[config.mk]
export PLATFORM = sky130hd
export DESIGN_NAME = demux_1x4_flat
export DESIGN_NICKNAME = d
export VERILOG_FILES = /design/src/rtl/demux_1x4_pkg.sv /design/src/rtl/demux_1x4_if.sv /design/src/rtl/demux_1x4_slot.sv /design/src/rtl/demux_1x4.sv /design/src/flat_wrapper.sv
export SDC_FILE = /design/constraint.sdc
export NUM_CORES = 1
export LEC_CHECK = 0
export CORE_AREA = 4 4 221 223
export CTS_CLUSTER_DIAMETER = 40
export DETAILED_ROUTE_END_ITERATION = 10
export DIE_AREA = 0 0 225 227
export MAX_ROUTING_LAYER = met4
export PLACE_DENSITY = 0.56
export SLEW_MARGIN = 20
export SYNTH_ARGS = -nofsm -noshare
export SYNTH_HDL_FRONTEND = slang
export SYNTH_SLANG_ARGS = --single-unit
[constraint.sdc]
create_clock -name clk -period 1.9 [get_ports clk]
set_input_delay 0.38 -clock clk [delete_from_list [all_inputs] [get_ports clk]]
set_output_delay 0.38 -clock clk [all_outputs]
set_load 0.1 [all_outputs]
[src/rtl/demux_1x4_pkg.sv]
// Shared definitions for the 1-to-4 registered demultiplexer:
// default widths, channel index constants and the select decode helper.
package demux_1x4_pkg;

  // Default data width of the input stream and of every output channel.
  localparam int WIDTH_DEF = 64;

  // Default width of each per-channel delivered-word counter.
  localparam int CNT_W_DEF = 16;

  // Number of output channels.
  localparam int NUM_CH = 4;

  // Channel indices as carried on the select field.
  typedef enum logic [1:0] {
    CH0 = 2'd0,
    CH1 = 2'd1,
    CH2 = 2'd2,
    CH3 = 2'd3
  } ch_e;

  // One-hot decode of a channel index (bit N set for channel N).
  function automatic logic [NUM_CH-1:0] ch_onehot(input logic [1:0] ch);
    logic [NUM_CH-1:0] oh;
    oh = '0;
    oh[ch] = 1'b1;
    return oh;
  endfunction

endpackage

[src/rtl/demux_1x4_if.sv]
// Bus bundle for demux_1x4: the tagged input stream, the four output
// channels with their handshakes, the debug counters and the busy flag.
interface demux_1x4_if
  import demux_1x4_pkg::*;
#(
  parameter int WIDTH = WIDTH_DEF,
  parameter int CNT_W = CNT_W_DEF
);

  // Input stream
  logic             in_valid;
  logic             in_ready;
  logic [WIDTH-1:0] in_data;
  logic [1:0]       select;

  // Output channels
  logic             o0_valid;
  logic             o1_valid;
  logic             o2_valid;
  logic             o3_valid;
  logic             o0_ready;
  logic             o1_ready;
  logic             o2_ready;
  logic             o3_ready;
  logic [WIDTH-1:0] o0_data;
  logic [WIDTH-1:0] o1_data;
  logic [WIDTH-1:0] o2_data;
  logic [WIDTH-1:0] o3_data;

  // Debug and status
  logic [CNT_W-1:0] cnt0;
  logic [CNT_W-1:0] cnt1;
  logic [CNT_W-1:0] cnt2;
  logic [CNT_W-1:0] cnt3;
  logic             busy;

  // Environment side: producer of the input stream and consumer of the channels.
  modport master (
    output in_valid, in_data, select,
    output o0_ready, o1_ready, o2_ready, o3_ready,
    input  in_ready,
    input  o0_valid, o1_valid, o2_valid, o3_valid,
    input  o0_data, o1_data, o2_data, o3_data,
    input  cnt0, cnt1, cnt2, cnt3, busy
  );

  // Demultiplexer side.
  modport slave (
    input  in_valid, in_data, select,
    input  o0_ready, o1_ready, o2_ready, o3_ready,
    output in_ready,
    output o0_valid, o1_valid, o2_valid, o3_valid,
    output o0_data, o1_data, o2_data, o3_data,
    output cnt0, cnt1, cnt2, cnt3, busy
  );

endinterface

[src/rtl/demux_1x4_slot.sv]
// One output channel of demux_1x4: a single-entry holding register with
// valid/ready output handshake plus a wrapping count of loaded words.
module demux_slot
  import demux_1x4_pkg::*;
#(
  parameter int WIDTH = WIDTH_DEF,
  parameter int CNT_W = CNT_W_DEF
) (
  input  logic             clk,
  input  logic             rst_n,
  input  logic             load,
  input  logic [WIDTH-1:0] in_data,
  input  logic             out_ready,
  output logic             out_valid,
  output logic [WIDTH-1:0] out_data,
  output logic [CNT_W-1:0] cnt
);

  logic             vld_p1;
  logic [WIDTH-1:0] data_p1;
  logic [CNT_W-1:0] cnt_p1;

  // Slot occupancy: a load wins over a drain so a same-cycle drain+load keeps the slot full.
  always_ff @(posedge clk or negedge rst_n) begin
    if (!rst_n) begin
      vld_p1 <= 1'b0;
    end else if (load) begin
      vld_p1 <= 1'b1;
    end else if (out_ready) begin
      vld_p1 <= 1'b0;
    end
  end

  // Slot contents: only a load changes them, so data is held after a drain.
  always_ff @(posedge clk or negedge rst_n) begin
    if (!rst_n) begin
      data_p1 <= '0;
    end else if (load) begin
      data_p1 <= in_data;
    end
  end

  // Delivered-word counter, wraps naturally at 2^CNT_W.
  always_ff @(posedge clk or negedge rst_n) begin
    if (!rst_n) begin
      cnt_p1 <= '0;
    end else if (load) begin
      cnt_p1 <= cnt_p1 + 1'b1;
    end
  end

  assign out_valid = vld_p1;
  assign out_data  = data_p1;
  assign cnt       = cnt_p1;

endmodule

[src/rtl/demux_1x4.sv]
// 1-to-4 registered demultiplexer. Each word of the tagged input stream is
// steered to the channel named by select and held there in a one-entry slot.
// Only the addressed slot gates in_ready, so a stalled channel never blocks
// traffic bound for the others.
module demux_1x4
  import demux_1x4_pkg::*;
#(
  parameter int WIDTH = WIDTH_DEF,
  parameter int CNT_W = CNT_W_DEF
) (
  input  logic       clk,
  input  logic       rst_n,
  demux_1x4_if.slave bus
);

  logic [NUM_CH-1:0] slot_vld;
  logic [NUM_CH-1:0] slot_rdy;
  logic [NUM_CH-1:0] load;
  logic [WIDTH-1:0]  slot_data [NUM_CH];
  logic [CNT_W-1:0]  slot_cnt  [NUM_CH];
  logic              ready_sel;
  logic              accept;

  assign slot_rdy = {bus.o3_ready, bus.o2_ready, bus.o1_ready, bus.o0_ready};

  // in_ready mux: the addressed slot can take a word if empty or draining this cycle.
  always_comb begin
    ready_sel = 1'b0;
    case (ch_e'(bus.select))
      CH0:     ready_sel = !slot_vld[0] | slot_rdy[0];
      CH1:     ready_sel = !slot_vld[1] | slot_rdy[1];
      CH2:     ready_sel = !slot_vld[2] | slot_rdy[2];
      CH3:     ready_sel = !slot_vld[3] | slot_rdy[3];
      default: ready_sel = 1'b0;
    endcase
  end

  assign bus.in_ready = ready_sel;
  assign accept       = bus.in_valid & ready_sel;

  // Select decode: at most one slot loads per cycle.
  always_comb begin
    load = '0;
    if (accept) begin
      load = ch_onehot(bus.select);
    end
  end

  for (genvar n = 0; n < NUM_CH; n++) begin : g_slot
    demux_slot #(
      .WIDTH (WIDTH),
      .CNT_W (CNT_W)
    ) u_slot (
      .clk       (clk),
      .rst_n     (rst_n),
      .load      (load[n]),
      .in_data   (bus.in_data),
      .out_ready (slot_rdy[n]),
      .out_valid (slot_vld[n]),
      .out_data  (slot_data[n]),
      .cnt       (slot_cnt[n])
    );
  end

  assign bus.o0_valid = slot_vld[0];
  assign bus.o1_valid = slot_vld[1];
  assign bus.o2_valid = slot_vld[2];
  assign bus.o3_valid = slot_vld[3];

  assign bus.o0_data  = slot_data[0];
  assign bus.o1_data  = slot_data[1];
  assign bus.o2_data  = slot_data[2];
  assign bus.o3_data  = slot_data[3];

  assign bus.cnt0     = slot_cnt[0];
  assign bus.cnt1     = slot_cnt[1];
  assign bus.cnt2     = slot_cnt[2];
  assign bus.cnt3     = slot_cnt[3];

  // busy comes from slot registers only, never from inputs.
  assign bus.busy     = |slot_vld;

endmodule

[src/flat_wrapper.sv]
// flat-port wrapper written by rule: the top's interface ports become plain ports
module demux_1x4_flat import demux_1x4_pkg::*;
#(
  parameter int WIDTH = WIDTH_DEF,
  parameter int CNT_W = CNT_W_DEF
)
  (clk, rst_n, bus_in_valid, bus_in_data, bus_select, bus_o0_ready, bus_o1_ready, bus_o2_ready, bus_o3_ready, bus_in_ready, bus_o0_valid, bus_o1_valid, bus_o2_valid, bus_o3_valid, bus_o0_data, bus_o1_data, bus_o2_data, bus_o3_data, bus_cnt0, bus_cnt1, bus_cnt2, bus_cnt3, bus_busy);
  demux_1x4_if #(.WIDTH(WIDTH), .CNT_W(CNT_W)) bus_i ();
  input  logic clk;
  input  logic rst_n;
  input wire logic [$bits(bus_i.in_valid)-1:0] bus_in_valid;
  input wire logic [$bits(bus_i.in_data)-1:0] bus_in_data;
  input wire logic [$bits(bus_i.select)-1:0] bus_select;
  input wire logic [$bits(bus_i.o0_ready)-1:0] bus_o0_ready;
  input wire logic [$bits(bus_i.o1_ready)-1:0] bus_o1_ready;
  input wire logic [$bits(bus_i.o2_ready)-1:0] bus_o2_ready;
  input wire logic [$bits(bus_i.o3_ready)-1:0] bus_o3_ready;
  output wire logic [$bits(bus_i.in_ready)-1:0] bus_in_ready;
  output wire logic [$bits(bus_i.o0_valid)-1:0] bus_o0_valid;
  output wire logic [$bits(bus_i.o1_valid)-1:0] bus_o1_valid;
  output wire logic [$bits(bus_i.o2_valid)-1:0] bus_o2_valid;
  output wire logic [$bits(bus_i.o3_valid)-1:0] bus_o3_valid;
  output wire logic [$bits(bus_i.o0_data)-1:0] bus_o0_data;
  output wire logic [$bits(bus_i.o1_data)-1:0] bus_o1_data;
  output wire logic [$bits(bus_i.o2_data)-1:0] bus_o2_data;
  output wire logic [$bits(bus_i.o3_data)-1:0] bus_o3_data;
  output wire logic [$bits(bus_i.cnt0)-1:0] bus_cnt0;
  output wire logic [$bits(bus_i.cnt1)-1:0] bus_cnt1;
  output wire logic [$bits(bus_i.cnt2)-1:0] bus_cnt2;
  output wire logic [$bits(bus_i.cnt3)-1:0] bus_cnt3;
  output wire logic [$bits(bus_i.busy)-1:0] bus_busy;
  assign bus_i.in_valid = bus_in_valid;
  assign bus_i.in_data = bus_in_data;
  assign bus_i.select = bus_select;
  assign bus_i.o0_ready = bus_o0_ready;
  assign bus_i.o1_ready = bus_o1_ready;
  assign bus_i.o2_ready = bus_o2_ready;
  assign bus_i.o3_ready = bus_o3_ready;
  assign bus_in_ready = bus_i.in_ready;
  assign bus_o0_valid = bus_i.o0_valid;
  assign bus_o1_valid = bus_i.o1_valid;
  assign bus_o2_valid = bus_i.o2_valid;
  assign bus_o3_valid = bus_i.o3_valid;
  assign bus_o0_data = bus_i.o0_data;
  assign bus_o1_data = bus_i.o1_data;
  assign bus_o2_data = bus_i.o2_data;
  assign bus_o3_data = bus_i.o3_data;
  assign bus_cnt0 = bus_i.cnt0;
  assign bus_cnt1 = bus_i.cnt1;
  assign bus_cnt2 = bus_i.cnt2;
  assign bus_cnt3 = bus_i.cnt3;
  assign bus_busy = bus_i.busy;
  demux_1x4 #(.WIDTH(WIDTH), .CNT_W(CNT_W)) u_core (.clk(clk), .rst_n(rst_n), .bus(bus_i));
endmodule
==> run metrics <==
Root Driver clkbuf_16; # setup viols final 3; DP Cell Count about 2000; Post-Syn Area per Cell about 13 um^2; die width 225 um; crit start category register; Worst-Skew Late Latency 0.58 ns; final antenna diode count 0; vias in the first global route ~9800; CTS Buf Count 57; Place WS -0.424 ns; core area 46600 um^2; area grow syn2layout 63.9%; starting density of the core 0.270; IO buf count a little under 400; #FFs+latches synth 324; Worst EP required between 1.5 and 2 ns; Post-synth EDFFs 0; Iter 0 DRT Violations 430; # fillers 4238; slew margin rel. 0.597; Crit Path Category register to output port; Mapped Nets 1024; vias per cell 4.37; largest cells by area after synthesis dfrtp_1 (65%), mux2_2 (17%), nand2_1 (6.8%); first-pass GRT wire length 59.9 mm; Tmin final 2.19 ns; DR pass1 iterations 6; hold slack roughly 0.31 ns; area fraction of the dominant cell type after synthesis 0.645; GRT Residual Overflow 0; DIE AREA 51100 um^2; GPL Wtd Cong 0.775; initial antenna violation count 0; fmax 0.457 GHz; CTS sink count ~320; VDD IR max 1010 uV; max_cap viols 0; CTS tree yes; Leak between 9 and 10 nW; FFs w/ async S/R, synth 1.00; final WL 40.6 mm; failing checks setup timing; DR WL/cell 19.4 um; Worst Tran Pin Value 0.599 ns; Yosys cell types 30; worst-path maximum fanout 3; yosys warns 0; gr usage total 0.154; Std-Cell Rows 79; Worst Path Arrival 1.81 ns; post-route insts no fill about 2100; outcome finished with violations; Max H-tree Level 2; sequential share of the synthesized area 0.645; antenna viol nets, final 0; post-synthesis instance area approximately 13000 um^2; layout cells sized above 1 0.508; Max Slew Vio Count 0; Final Hold Viols 0; Worst Slack Setup Final -0.287 ns; clock buffer depth 3; pin count of the biggest net entering global routing 70; post-DP HPWL 27.8 mm; Pwr Density 1700 nW/um^2; Crit. End Element output port; Layout Nets around 1500; RSZ-0062 raised after global routing true; Ports 399; most frequent cells in the layout dfrtp_1 (283), buf_4 (266), nand2_1 (226); commonest non-fill, non-tap cell in the layout dfrtp_1; DRC 0; die height 227 um; leading area contributor after synthesis dfrtp_1; worst hold path type primary input to asynchronous set/reset pin; Clock transition at path regs 0.06 ns; clk_skew ~0.014 ns; synthesized instance count 947; final critical-path share of the clock period 1.15; vias about 9100; Main synth FF type dfrtp_1
-- Yosys cell counts (2+ instances only) --
master,instances
xor2_1,18
mux2_2,194
buf_1,4
clkbuf_1,12
or4_1,2
dfrtp_1,324
nand2b_1,5
nor4_1,12
nor3_1,7
nand4b_1,2
xnor2_1,42
buf_6,3
nor4_4,2
nand2_1,226
nor2b_1,3
nor2_1,7
and3_1,6
nand4_1,23
ha_1,4
buf_2,18
nand3_1,21
buf_4,3
inv_1,2
-- through the flow --
| step | total power [W] | util | cell area (um^2) | TNS [ns] |
|---|---|---|---|---|
| after floorplan | 0.0202 | - | 12600 | -0.250 |
| after global placement | 0.0248 | 0.394 | 18300 | -86.73 |
| after detailed placement | 0.0249 | 0.394 | 18300 | -92.40 |
| after CTS | 0.0354 | 0.438 | 20400 | -0.824 |
| after global routing | 0.0362 | 0.442 | 20600 | -1.53 |
| final | 0.0350 | 0.442 | 20600 | -0.564 |
-- path summary, 6_finish.rpt --
| path | from | to | slack, ns | cells after the start |
|---|---|---|---|---|
| min reg2reg | u_core.g_slot[1].u_slot.out_data[20]$_DFFE_PN0P_ | u_core.g_slot[1].u_slot.out_data[20]$_DFFE_PN0P_ | 0.47 | 2 |
| max | u_core.g_slot[2].u_slot.out_valid$_DFFE_PN0P_ | bus_busy | -0.29 | 2 |
| min in group clk | bus_in_data[12] | u_core.g_slot[1].u_slot.out_data[12]$_DFFE_PN0P_ | 0.41 | 3 |
| max in group asynchronous | rst_n | u_core.g_slot[2].u_slot.out_data[37]$_DFFE_PN0P_ | 0.76 | 3 |
| max reg2reg | u_core.g_slot[2].u_slot.out_valid$_DFFE_PN0P_ | u_core.g_slot[2].u_slot.out_data[16]$_DFFE_PN0P_ | 0 | 7 |
| min | rst_n | u_core.g_slot[3].u_slot.out_data[3]$_DFFE_PN0P_ | 0.31 | 2 |
-- per-layer routing --
metal	up-vias	track usage	wire length (um)
li1	4202	-	-
met1	4590	0.185	16900
met2	300	0.255	20300
met3	49	0.0472	2800
met4	0	0.0393	617
met5	-	-	0
-- worst max-delay path: stages, from the launching register on --
cell     delay (ns)
dfrtp_4        0.49
or4_4          0.55
buf_12         0.18
-- cells by family (layout without fill, tap and decap cells) --
family	count (synthesis)	count (layout)	share of synthesized area
buffers and inverters	42	578	0.0170
and+or+nand+nor	322	322	0.116
xor gates and xnor gates	60	60	0.0418
DFF	324	324	0.645
muxes	195	195	0.176
adders and majority gates	4	4	0.00398
-- timing repair --
item / in CTS / in global routing
buffers inserted: 3 / 3
pin swaps: 2 / 1
hold buffers: 1 / 0
gates resized for setup: 7 / 14
cloned: 0 / 6
hold endpoints to repair: 35 / 0
endpoints found under the setup margin: 2 / 71
-- registers in the layout, indices dropped and copies added, names as in the netlist --
register	cells
u_core.g_slot.u_slot.out_data	256
u_core.g_slot.u_slot.cnt	64
u_core.g_slot.u_slot.out_valid	4
-- power breakdown --
| group | leakage [nW] | internal [W] | total (W) | switching (W) |
|---|---|---|---|---|
| registers | 3.92 | 0.00827 | 0.00939 | 0.00112 |
| logic | 4.56 | 0.00379 | 0.0154 | 0.0116 |
| clock network | 0.937 | 0.00656 | 0.0103 | 0.00374 |
-- area by class of cell --
class	count	area [um^2]	share of cell area
sequential	324	8170	0.397
timing repair buffer	468	5340	0.259
multi-input combinational	581	4350	0.211
clock buffer	70	1590	0.0771
tap	607	759	0.0369
clock inverter	38	389	0.0189
inverter	2	7.51	0.000364
Power figures use the tool's default switching activity.
